===== config.mk =====
export PLATFORM = sky130hd
export DESIGN_NAME = uart_rx_flat
export DESIGN_NICKNAME = d
export VERILOG_FILES = /design/src/rtl/uart_rx_if.sv /design/src/rtl/uart_rx.sv /design/src/flat_wrapper.sv
export SDC_FILE = /design/constraint.sdc
export NUM_CORES = 1
export LEC_CHECK = 0
export ABC_AREA = 1
export CAP_MARGIN = 20
export CORE_MARGIN = 2
export CORE_UTILIZATION = 28
export CTS_BUF_LIST = sky130_fd_sc_hd__clkbuf_8
export CTS_CLUSTER_DIAMETER = 120
export DETAILED_ROUTE_END_ITERATION = 7
export PLACE_DENSITY = 0.4
export SYNTH_ARGS = -nofsm -noshare
export SYNTH_HDL_FRONTEND = slang
export SYNTH_SLANG_ARGS = --single-unit

===== constraint.sdc =====
create_clock -name i_clk -period 1.8 [get_ports i_clk]
set_clock_uncertainty 0.15 [all_clocks]
set_input_delay 0.18 -clock i_clk [delete_from_list [all_inputs] [get_ports i_clk]]
set_output_delay 0.18 -clock i_clk [all_outputs]
set_load 0.005 [all_outputs]

===== src/rtl/uart_rx_if.sv =====
// Receive-side output bundle: received byte, per-frame outcome strobes, busy flag.
// Latency: carries registered outputs straight from uart_rx, no added delay.
// Backpressure: none; strobes last one cycle and the consumer must take them when they occur.
interface uart_rx_if;
    logic [7:0] o_dout;
    logic       o_valid;
    logic       o_frame_err;
    logic       o_parity_err;
    logic       o_busy;

    // Driven by the receiver
    modport master (
        output o_dout,
        output o_valid,
        output o_frame_err,
        output o_parity_err,
        output o_busy
    );

    // Observed by the UART controller
    modport slave (
        input o_dout,
        input o_valid,
        input o_frame_err,
        input o_parity_err,
        input o_busy
    );
endinterface


===== src/rtl/uart_rx.sv =====
// UART receiver: oversampled 8N1 (8E1 with UART_RX_PARITY_EN) frame recovery, LSB first.
// Latency: strobe one cycle after the stop-bit sample (E0+HALF+1+9*CLKS_PER_BIT, +CLKS_PER_BIT with parity).
// Backpressure: none; each byte/error is a one-cycle strobe, o_dout holds until the next good/parity frame.
module uart_rx #(
    parameter int CLKS_PER_BIT = 435
) (
    input  logic     i_clk,
    input  logic     i_rst_n,
    input  logic     i_rx_line,
    uart_rx_if.master rx_if
);

    localparam logic [15:0] LAST_CNT = 16'(CLKS_PER_BIT - 1);
    localparam logic [15:0] HALF_CNT = 16'((CLKS_PER_BIT - 1) / 2);

    typedef enum logic [2:0] {
        S_IDLE   = 3'd0,
        S_START  = 3'd1,
        S_DATA   = 3'd2,
`ifdef UART_RX_PARITY_EN
        S_PARITY = 3'd3,
`endif
        S_STOP   = 3'd4,
        S_BREAK  = 3'd5
    } state_t;

    state_t      state_q, state_d;
    logic        sync1_q, sync1_d;
    logic        rx_s_q, rx_s_d;
    logic [15:0] cnt_q, cnt_d;
    logic [2:0]  idx_q, idx_d;
    logic [7:0]  shift_q, shift_d;
    logic [7:0]  dout_q, dout_d;
    logic        valid_q, valid_d;
    logic        frame_err_q, frame_err_d;
    logic        busy_q, busy_d;
`ifdef UART_RX_PARITY_EN
    logic        parity_err_q, parity_err_d;
    logic        par_mis_q, par_mis_d;
`endif

    // Next-state and output computation for the synchronizer, frame FSM and strobes
    always_comb begin
        state_d     = state_q;
        cnt_d       = cnt_q;
        idx_d       = idx_q;
        shift_d     = shift_q;
        dout_d      = dout_q;
        valid_d     = 1'b0;
        frame_err_d = 1'b0;
`ifdef UART_RX_PARITY_EN
        parity_err_d = 1'b0;
        par_mis_d    = par_mis_q;
`endif
        // The raw pin is asynchronous; only the second stage is ever looked at.
        sync1_d = i_rx_line;
        rx_s_d  = sync1_q;

        case (state_q)
            S_IDLE: begin
                cnt_d = 16'd0;
                idx_d = 3'd0;
`ifdef UART_RX_PARITY_EN
                par_mis_d = 1'b0;
`endif
                if (!rx_s_q) begin
                    state_d = S_START;
                end
            end
            S_START: begin
                // Re-check the line at mid start bit; a short low pulse is just noise.
                if (cnt_q == HALF_CNT) begin
                    cnt_d   = 16'd0;
                    state_d = rx_s_q ? S_IDLE : S_DATA;
                end else begin
                    cnt_d = cnt_q + 16'd1;
                end
            end
            S_DATA: begin
                if (cnt_q == LAST_CNT) begin
                    cnt_d           = 16'd0;
                    shift_d[idx_q]  = rx_s_q;
                    idx_d           = idx_q + 3'd1;
                    if (idx_q == 3'd7) begin
`ifdef UART_RX_PARITY_EN
                        state_d = S_PARITY;
`else
                        state_d = S_STOP;
`endif
                    end
                end else begin
                    cnt_d = cnt_q + 16'd1;
                end
            end
`ifdef UART_RX_PARITY_EN
            S_PARITY: begin
                // Even parity: the parity bit makes the total count of ones even.
                if (cnt_q == LAST_CNT) begin
                    cnt_d     = 16'd0;
                    par_mis_d = (rx_s_q != (^shift_q));
                    state_d   = S_STOP;
                end else begin
                    cnt_d = cnt_q + 16'd1;
                end
            end
`endif
            S_STOP: begin
                // Leaving at mid stop bit leaves half a bit to catch a back-to-back start edge.
                if (cnt_q == LAST_CNT) begin
                    cnt_d = 16'd0;
                    if (rx_s_q) begin
                        dout_d  = shift_q;
`ifdef UART_RX_PARITY_EN
                        if (par_mis_q) begin
                            parity_err_d = 1'b1;
                        end else begin
                            valid_d = 1'b1;
                        end
`else
                        valid_d = 1'b1;
`endif
                        state_d = S_IDLE;
                    end else begin
                        frame_err_d = 1'b1;
                        state_d     = S_BREAK;
                    end
                end else begin
                    cnt_d = cnt_q + 16'd1;
                end
            end
            S_BREAK: begin
                // Wait out a held-low line so it is not decoded as a stream of 0x00 frames.
                if (rx_s_q) begin
                    state_d = S_IDLE;
                end
            end
            default: begin
                state_d = S_IDLE;
            end
        endcase

        busy_d = (state_d != S_IDLE);
    end

    // State and output registers; reset puts the synchronizer at line-idle (high)
    always_ff @(posedge i_clk or negedge i_rst_n) begin
        if (!i_rst_n) begin
            state_q     <= S_IDLE;
            sync1_q     <= 1'b1;
            rx_s_q      <= 1'b1;
            cnt_q       <= 16'd0;
            idx_q       <= 3'd0;
            shift_q     <= 8'h00;
            dout_q      <= 8'h00;
            valid_q     <= 1'b0;
            frame_err_q <= 1'b0;
            busy_q      <= 1'b0;
`ifdef UART_RX_PARITY_EN
            parity_err_q <= 1'b0;
            par_mis_q    <= 1'b0;
`endif
        end else begin
            state_q     <= state_d;
            sync1_q     <= sync1_d;
            rx_s_q      <= rx_s_d;
            cnt_q       <= cnt_d;
            idx_q       <= idx_d;
            shift_q     <= shift_d;
            dout_q      <= dout_d;
            valid_q     <= valid_d;
            frame_err_q <= frame_err_d;
            busy_q      <= busy_d;
`ifdef UART_RX_PARITY_EN
            parity_err_q <= parity_err_d;
            par_mis_q    <= par_mis_d;
`endif
        end
    end

    assign rx_if.o_dout      = dout_q;
    assign rx_if.o_valid     = valid_q;
    assign rx_if.o_frame_err = frame_err_q;
    assign rx_if.o_busy      = busy_q;
`ifdef UART_RX_PARITY_EN
    assign rx_if.o_parity_err = parity_err_q;
`else
    assign rx_if.o_parity_err = 1'b0;
`endif

endmodule


===== src/flat_wrapper.sv =====
// flat-port wrapper written by rule: the top's interface ports become plain ports
module uart_rx_flat 
#(
    parameter int CLKS_PER_BIT = 435
)
  (i_clk, i_rst_n, i_rx_line, rx_if_o_dout, rx_if_o_valid, rx_if_o_frame_err, rx_if_o_parity_err, rx_if_o_busy);
  uart_rx_if rx_if_i ();
  input  logic i_clk;
  input  logic i_rst_n;
  input  logic i_rx_line;
  output wire logic [$bits(rx_if_i.o_dout)-1:0] rx_if_o_dout;
  output wire logic [$bits(rx_if_i.o_valid)-1:0] rx_if_o_valid;
  output wire logic [$bits(rx_if_i.o_frame_err)-1:0] rx_if_o_frame_err;
  output wire logic [$bits(rx_if_i.o_parity_err)-1:0] rx_if_o_parity_err;
  output wire logic [$bits(rx_if_i.o_busy)-1:0] rx_if_o_busy;
  assign rx_if_o_dout = rx_if_i.o_dout;
  assign rx_if_o_valid = rx_if_i.o_valid;
  assign rx_if_o_frame_err = rx_if_i.o_frame_err;
  assign rx_if_o_parity_err = rx_if_i.o_parity_err;
  assign rx_if_o_busy = rx_if_i.o_busy;
  uart_rx #(.CLKS_PER_BIT(CLKS_PER_BIT)) u_core (.i_clk(i_clk), .i_rst_n(i_rst_n), .i_rx_line(i_rx_line), .rx_if(rx_if_i));
endmodule

# == Yosys cells after proc, flatten, opt, wreduce, memory -nomap -nowiden ==
# Cells that the tools add are included.
# word_totals
regBits,43
inputBits,3
output_inout_bits,12
elab_cells,54
# op_classes
addsub,2
order_cmp,2
n_eq_ne,8
muxes,23
n_reduce_logical,9
# ops
cell,n
16-bit one-hot mux with 3 select lines,1
16-bit two-way mux,2
3-bit two-way mux,8
"16-bit by 1-bit adder with 16-bit output, second input constant",1
"16-bit by 8-bit == test with 1-bit output, second input constant",1
"16-bit by 9-bit == test with 1-bit output, second input constant",1
3-bit one-hot mux with 5 select lines,1
"3-bit == test, second input constant",3
8-bit bitwise mux,1
1-bit two-way mux,7
3-bit one-hot mux with 2 select lines,1
3-bit nonzero test,2
"3-bit by 4-bit less-than comparator with 1-bit output, second input constant",1
2-bit AND reduction,2
"3-bit by 1-bit adder with 3-bit output, second input constant",1
1-bit demux with 3-bit select,1
"3-bit by 1-bit == test with 1-bit output, second input constant",1
"3-bit by 2-bit == test with 1-bit output, second input constant",1
"3-bit by 1-bit >= comparator with 1-bit output, second input constant",1
3-bit logical NOT,1
3-bit AND reduction,1
2-bit two-way mux,1
"2-bit by 1-bit inequality test with 1-bit output, second input constant",1
2-bit nonzero test,1
2 further kinds,2

# == Logic depth before layout (Yosys ltp) ==
# Gate-level depths: netlist of the first run.
# depth
word_depth,5
mapped_depth,11
depth_no_buf,11

# == Least setup slack after synthesis of the first run ==
# Ideal clock, no wire load.
# synth_timing
path_kind,register to register
from,register u_core.cnt_q[0]
to,register u_core.shift_q[2]
setup_time_ns,0.123
t_arrival_ns,1.362
t_required_ns,1.527
path_slack_ns,0.165
stages_incl_launch_ff,12
path_buffers,0
synth_period_minus_slack_ns,1.635
cell_sequence,dfrtp_1 > inv_1 > ha_1 > inv_1 > nor2_1 > nand2_1 > nor2_4 > nand2_4 > nor2_8 > nand3_1 > nand2_1 > o21ai_1
# synth_between
elab_chain_len,2
# synth_rtl
item,line,source
from (decl),uart_rx.sv:30,"logic [15:0] cnt_q, cnt_d;"
from (signal assigned),uart_rx.sv:166,cnt_q <= cnt_d;
16-bit by 9-bit == test with 1-bit output,uart_rx.sv:80,if (cnt_q == LAST_CNT) begin
2-bit AND reduction (no source line),--,
to (signal assigned),uart_rx.sv:168,shift_q <= shift_d;
to (decl),uart_rx.sv:32,"logic [7:0] shift_q, shift_d;"
# Every way passes these cells.
# A chain may end at the register's enable or synchronous reset.

# == Final worst setup path of the first run ==
# layout_timing
from,register u_core.cnt_q[0]
to,register u_core.shift_q[1]
# The elaborated chain is that of the path after synthesis.

==> key figures, run 1 <==
Min path
  – Hold Path Stages: 1
  – WHS Endpoint: u_core.rx_s_d
  – Hold Startpoint: i_rx_line
  – Hold Crit Class: input port to flip-flop

Global route
  – Gr ovfl total: 0
  – Largest net degree at the start of global routing: 44
  – Total track usage: 13.7%
  – Antenna violations before repair: 0
  – Global-route wire length before repair: 10.9 mm
  – Vias in the first global route: 2,145

Worst setup path
  – CP most frequent cell: inv_2
  – Start point of the critical path: u_core.cnt_q[0]
  – Critical path class: flip-flop to flip-flop
  – Cell breakdown of the critical path: inv_2 > ha_4 > inv_2 > nor2_2 > nand2_2 > nor2_4 > nand2_4 > nor2_8 > nand3_2 > nand2_1 > o21ai_1
  – Crit start category: flip-flop
  – Critical Path AT: 1790 ps
  – CP max stage cell: dfrtp_1
  – Crit Path Max Fanout: 7
  – Data required time of the critical path: 1840 ps
  – R2R Path Start: u_core.cnt_q[0]
  – CP endpoint kind: flip-flop
  – Crit path largest cell delay: 420 ps
  – Crit path max-delay family: simple AND/OR/NAND/NOR gates
  – WP buf/inv: 2
  – Reg2Reg Depth: 11
  – Reg2reg setup slack: 50 ps
  – Reg2reg end: u_core.shift_q[1]

Timing
  – Setup TNS: 0 ps
  – Final Hold Viols: 0
  – Final setup vio count: 0
  – Final Cycle Share: 97.0%
  – Final min period: 1750 ps
  – RSZ-0062 raised after global routing: true
  – Max Clk Rate: 0.573 GHz
  – Count of pins over their slew limit: 0

Final layout
  – Filler cell count: 965
  – Seq. cell area: 0.00108 sq mm
  – Antenna cells: 0
  – Share of cells above drive strength 1: 19.5%
  – Final nets: 372
  – Final instance area: 0.00306 sq mm
  – Post-Route Utilization: 34.9%
  – Area Overhead vs Synth: 20.2%
  – Footprint of the multi-input gates: 0.00133 sq mm

Yosys
  – Seq/Total Area, Yosys: 42.4%
  – Syn Nets: 344
  – Area leader, netlist: dfrtp_1
  – Most frequent cells after synthesis: nand2_1 (101), dfrtp_1 (41), inv_1 (40)
  – Post-synthesis register bit count: 43
  – Post-synth EDFFs: 0
  – Yosys cell types: 31
  – Post-Syn Area: 0.00255 sq mm
  – Synth Area per Inst: 7.58 sq um
  – Share of flip-flops with an asynchronous set or reset: 100%
  – Most common cell in the synthesized netlist: nand2_1
  – Post-synth top flop: dfrtp_1
  – Synth Warn #: 0
  – Synth Instances: 336
  – Synth area leaders: dfrtp_1 (40%), nand2_1 (15%), nand3_1 (6.5%)
  – Post-synth top area share: 40.3%

Drt
  – Routed WL: 6.09 mm
  – Detail Route Antenna Nets: 0
  – DR WL/cell: 12.9 um
  – Starting DRC count in detailed routing: 75
  – Via Count: 2,111
  – Routed vias/inst: 4.46
  – DRC viols: 0
  – Pre-antenna DRT Iters: 4

Power and ir drop
  – Worst IR Drop VDD: 0.220 mV
  – PD cells: 550 mW/mm^2
  – Leak Pwr: 1.54 nW
  – Overall power: 0.00168 W

Die
  – Core Region: 0.00876 sq mm
  – Initial core utilization: 29.1%
  – Die Wd: 99.4 um
  – Rows: 34
  – Chip Height: 99.4 um
  – I/O Pins: 15
  – Die Area: 0.00987 sq mm

Clock tree
  – CTS buffer count: 5
  – Skew-Pair Late Insertion Delay: 310 ps
  – Sinks on Clock Net: 43
  – CTS tree: built
  – Htree depth: 2
  – Longest Clk Path Bufs: 2
  – Register clock-pin slew on the reported worst setup and hold paths: 100 ps
  – Root buf cell: clkbuf_8

Place
  – Routability cong.: 0.798
  – Cell Area, Placed: 0.00286 sq mm
  – Final HPWL DP: 4.47 mm
  – Number of port buffers: 13

Run
  – Max Cap Viol: 0

Status
  – Outcome: finished, final reports clean
-- worst max-delay path by stage --
stage / slack (ps) / endpoint / cells after the start
floorplan: 170 / u_core.shift_q[2] / 11
global placement: 80 / u_core.shift_q[1] / 11
detailed placement: 50 / u_core.shift_q[1] / 11
CTS: 40 / u_core.shift_q[1] / 11
global route: -80 / u_core.shift_q[1] / 11
finish: 50 / u_core.shift_q[1] / 11
-- layout by cell type, fill, tap and decap left out, types with 6 or more instances in the layout --
master and count:
o21ai_0 13, nand4_1 13, dfrtp_1 40, nor2_4 7, inv_2 6, buf_4 13
nor2_1 27, inv_1 38, nand2_1 98, o211ai_1 6, nand3_1 27, nand2_2 8
clkdlybuf4s50_1 12, nand3_2 8
-- where the power goes --
| part | total (W) | switching, W | internal, W | leakage (nW) |
|---|---|---|---|---|
| Clock | 0.000676 | 0.000397 | 0.000278 | 0.0443 |
| Combinational | 0.0000364 | 0.0000257 | 0.0000107 | 0.922 |
| Sequential | 0.000972 | 0.00000264 | 0.000969 | 0.572 |
| Total | 0.00168 | 0.000425 | 0.00126 | 1.54 |
-- routing by layer --
layer	vias up	wire length, um	track usage, %	share of wire, %
met5	-	0	0	0
met4	0	84	4.43	1.4
met3	7	140	1.90	2.3
met2	27	2470	20.2	41
met1	951	3400	20.7	56
li1	1126	-	-	-
-- kinds of logic after synthesis --
| kind of cell | share of synthesized area (%) |
|---|---|
| AOI/OAI and AO/OA | 6.19 |
| xor gates and xnor gates | 2.06 |
| adders and majority gates | 2.46 |
| buffers and inverters | 8.40 |
| DFF | 42.4 |
| other | 0.147 |
| and+or+nand+nor | 38.4 |
-- layout make-up --
type | count | area share [%]
clock buffer | 5 | 2.25
clock inverter | 3 | 0.818
inverter | 45 | 5.56
multi-input combinational | 241 | 43.4
sequential | 43 | 35.3
tap | 108 | 4.42
timing repair buffer | 28 | 8.26
-- flip-flops by register name (all words and copies together), names as in the netlist --
signal                    cells
u_core.rx_s_q                 1
u_core.rx_if.o_valid          1
u_core.rx_if.o_busy           1
u_core.cnt_q                 16
u_core.rx_if.o_dout           8
u_core.idx_q                  3
u_core.shift_q                8
u_core.rx_if.o_frame_err      1
u_core.state_q                3
u_core.rx_s_d                 1
-- stage by stage --
stage,std cells,setup WS (ps),hold slack (ps)
after floorplan,336,165,-266
after global routing,473,-75.4,113
after CTS,470,36.3,117
after global placement,461,78.6,36.1
final,473,54.4,121
after detailed placement,461,54.6,37.8
-- repair_timing --
item	in CTS	in global routing
hold endpoints to repair	43	0
hold buffers	1	0
setup buffers	0	3
endpoints found under the setup margin	0	30
resized for setup	0	21
Power figures use the tool's default switching activity.
==> run 2: changes to the inputs <==
--- a/config.mk
+++ b/config.mk
@@ -13,6 +13,7 @@
 export CTS_CLUSTER_DIAMETER = 120
 export DETAILED_ROUTE_END_ITERATION = 7
 export PLACE_DENSITY = 0.4
+export SETUP_SLACK_MARGIN = 0.3
 export SYNTH_ARGS = -nofsm -noshare
 export SYNTH_HDL_FRONTEND = slang
 export SYNTH_SLANG_ARGS = --single-unit
==> run 2 against run 1 <==
  * Largest cell class unchanged
  * Maximum frequency grew 1.9%
  * Worst setup slack gained 32 ps
  * Critical path depth grew 1
  * Count of clock-buffer cells in the layout is the same
  * Non-clock buffer count grew 26
  * Critical path type unchanged
  * Total power grew 6.4%
==> key figures, run 2 (synthesized netlist as in run 1, its figures left out) <==
Status
  – Outcome: finished, final reports clean (unchanged)

Die
  – I/O Pins: 15 (unchanged)
  – Die Wd: 99.4 um (unchanged)
  – Initial core utilization: 29.1% (unchanged)
  – Die Area: 0.00987 sq mm (unchanged)
  – Rows: 34 (unchanged)
  – Chip Height: 99.4 um (unchanged)
  – Core Region: 0.00876 sq mm (unchanged)

Clock tree
  – Htree depth: 2 (unchanged)
  – Sinks on Clock Net: 43 (unchanged)
  – Register clock-pin slew on the reported worst setup and hold paths: 90 ps (was 100 ps)
  – Root buf cell: clkbuf_8 (unchanged)
  – CTS buffer count: 5 (unchanged)
  – CTS tree: built (unchanged)
  – Skew-Pair Late Insertion Delay: 300 ps (was 310 ps)
  – Longest Clk Path Bufs: 2 (unchanged)

Timing
  – Final setup vio count: 0 (unchanged)
  – Max Clk Rate: 0.583 GHz (was 0.573 GHz)
  – Final min period: 1710 ps (was 1750 ps)
  – Count of pins over their slew limit: 0 (unchanged)
  – Setup TNS: 0 ps (unchanged)
  – Final Hold Viols: 0 (unchanged)
  – Hold Slack: 132 ps (was 121 ps)
  – Final Cycle Share: 95.2% (was 97.0%)
  – RSZ-0062 raised after global routing: true (unchanged)

Final layout
  – Final nets: 399 (was 372)
  – Filler cell count: 901 (was 965)
  – Number of flip-flops under the largest register name: 16 (unchanged)
  – Commonest non-fill, non-tap cell in the layout: nand2_1 (unchanged)
  – Share of cells above drive strength 1: 36.7% (was 19.5%)
  – Antenna cells: 0 (unchanged)
  – Most flop-heavy register: u_core.cnt_q (unchanged)
  – Area Overhead vs Synth: 39.3% (was 20.2%)
  – Post-Route Utilization: 40.5% (was 34.9%)
  – Commonest non-fill, non-tap cells in the layout: nand2_1 (90), dfrtp_1 (32), inv_1 (31), buf_4 (31) (was nand2_1 (98), dfrtp_1 (40), inv_1 (38), nor2_1 (27), nand3_1 (27))

Global route
  – Largest net degree at the start of global routing: 44 (unchanged)
  – Antenna violations before repair: 0 (unchanged)
  – Global-route wire length before repair: 11.2 mm (was 10.9 mm)
  – Gr ovfl total: 0 (unchanged)
  – Gr busiest metal: met2 (was met1)
  – Met2 usage: 21.2% (was 20.2%)
  – Total track usage: 14.2% (was 13.7%)
  – Grt met3 use: 2.74% (was 1.90%)
  – Vias in the first global route: 2,194 (was 2,145)
  – Met1 GRT Util: 21.0% (was 20.7%)

Power and ir drop
  – Leak Pwr: 1.91 nW (was 1.54 nW)
  – P_sw: 0.000396 W (was 0.000425 W)
  – Switching share of power: 22.1% (was 25.3%)
  – Sequential fraction of design power: 54.3% (was 57.7%)
  – Clk pwr share: 43.5% (was 40.1%)
  – Worst IR Drop VDD: 0.222 mV (was 0.220 mV)
  – Pint: 0.00140 W (was 0.00126 W)
  – PD cells: 505 mW/mm^2 (was 550 mW/mm^2)
  – Combinational group share of total power: 2.2% (about the same)

Worst setup path
  – Data required time of the critical path: 1830 ps (was 1840 ps)
  – Critical path class: flip-flop to flip-flop (unchanged)
  – Crit Path Max Fanout: 3 (was 7)
  – Critical Path AT: 1740 ps (was 1790 ps)
  – CP endpoint kind: flip-flop (unchanged)
  – Crit start category: flip-flop (unchanged)

Drt
  – Via Count: 2,302 (was 2,111)
  – Routed WL: 6.70 mm (was 6.09 mm)
  – DR WL/cell: 13.4 um (was 12.9 um)
  – Starting DRC count in detailed routing: 106 (was 75)
  – Routed vias/inst: 4.60 (was 4.46)
  – DRC viols: 0 (unchanged)
  – Detail Route Antenna Nets: 0 (unchanged)
  – Pre-antenna DRT Iters: 5 (was 4)

Place
  – Routability cong.: 0.768 (was 0.798)
  – Number of port buffers: 13 (unchanged)
  – Final HPWL DP: 4.39 mm (was 4.47 mm)

Min path
  – Hold Crit Class: input port to flip-flop (unchanged)

Run
  – Max Cap Viol: 0 (unchanged)
[run 2: changes by cell type in the layout (fill, tap and decap cells not counted), moves of 6 or more]
cell             previous run  this run
buf_4                      13        31
clkdlybuf4s50_1            12         1
dlymetal6s2s_1              0        10
o21ai_0                    13         3
dfrtp_1                    40        32
dfrtp_2                     1         9
nand2_1                    98        90
nand3_1                    27        19
nor2_1                     27        19
buf_6                       0         7
inv_1                      38        31
nand3_2                     8        14
o21ai_1                     5        11
[run 2: power by group through the flow]
stage               sequential [W]  combinational, W  clock (W)
global route              0.000973         0.0000465   0.000859
floorplan                 0.000989        0.00000759          0
detailed placement        0.000991         0.0000375          0
finish                    0.000972         0.0000399   0.000779
CTS                       0.000972         0.0000407   0.000813
global placement          0.000991         0.0000382          0
[run 2: final timing paths]
path / from / endpoint / slack, ps / cells after the start
setup / recovery: u_core.cnt_q[0] / u_core.rx_if.o_busy / 90 / 12
hold / removal: i_rx_line / u_core.rx_s_d / 130 / 1
setup reg to reg: u_core.cnt_q[0] / u_core.rx_if.o_busy / 90 / 12
hold reg to reg: u_core.rx_s_d / u_core.rx_s_q / 210 / 0
max in group asynchronous: i_rst_n / u_core.rx_s_d / 990 / 3
min in group asynchronous: i_rst_n / u_core.cnt_q[4] / 240 / 3
[run 2: per-stage QoR]
stage	std cells	total power, W	instance area, sq um	setup slack [ps]
finish	500	0.00179	3550	86.1
global route	500	0.00188	3550	-20.7
CTS	479	0.00183	3190	78.0
detailed placement	460	0.00103	2860	70.8
global placement	460	0.00103	2860	91.2
floorplan	336	0.000997	2550	165
[run 2: critical path, stage by stage (launching register included)]
cell and delay (ps):
dfrtp_1 420, inv_2 90, ha_4 150, inv_2 40
nor2_2 80, nand2_2 70, nor2_4 140, buf_4 130
nand3_2 40, nand2_1 60, nand2_1 60, nand2_1 80
nand3_1 90
[run 2: timing repair]
action / CTS / global route
gates cloned: 1 / 0
hold buffers: 1 / 0
endpoints found under the setup margin: 43 / 51
pin swaps: 20 / 38
endpoints found under the hold margin: 43 / 0
buffers inserted: 9 / 21
resized for setup: 44 / 66
[run 2: area by class of cell]
type	instances	area, sq um	area share (%)
sequential	43	1090	30.7
clock inverter	3	43.8	1.23
multi-input combinational	242	1520	43.0
inverter	45	175	4.94
tap	108	135	3.81
clock buffer	5	68.8	1.94
timing repair buffer	54	510	14.4
[run 2: routing by layer]
layer	vias to the layer above	wire (um)
met5	-	0
met4	0	72
met3	6	214
met2	45	2920
met1	1073	3500
li1	1178	-
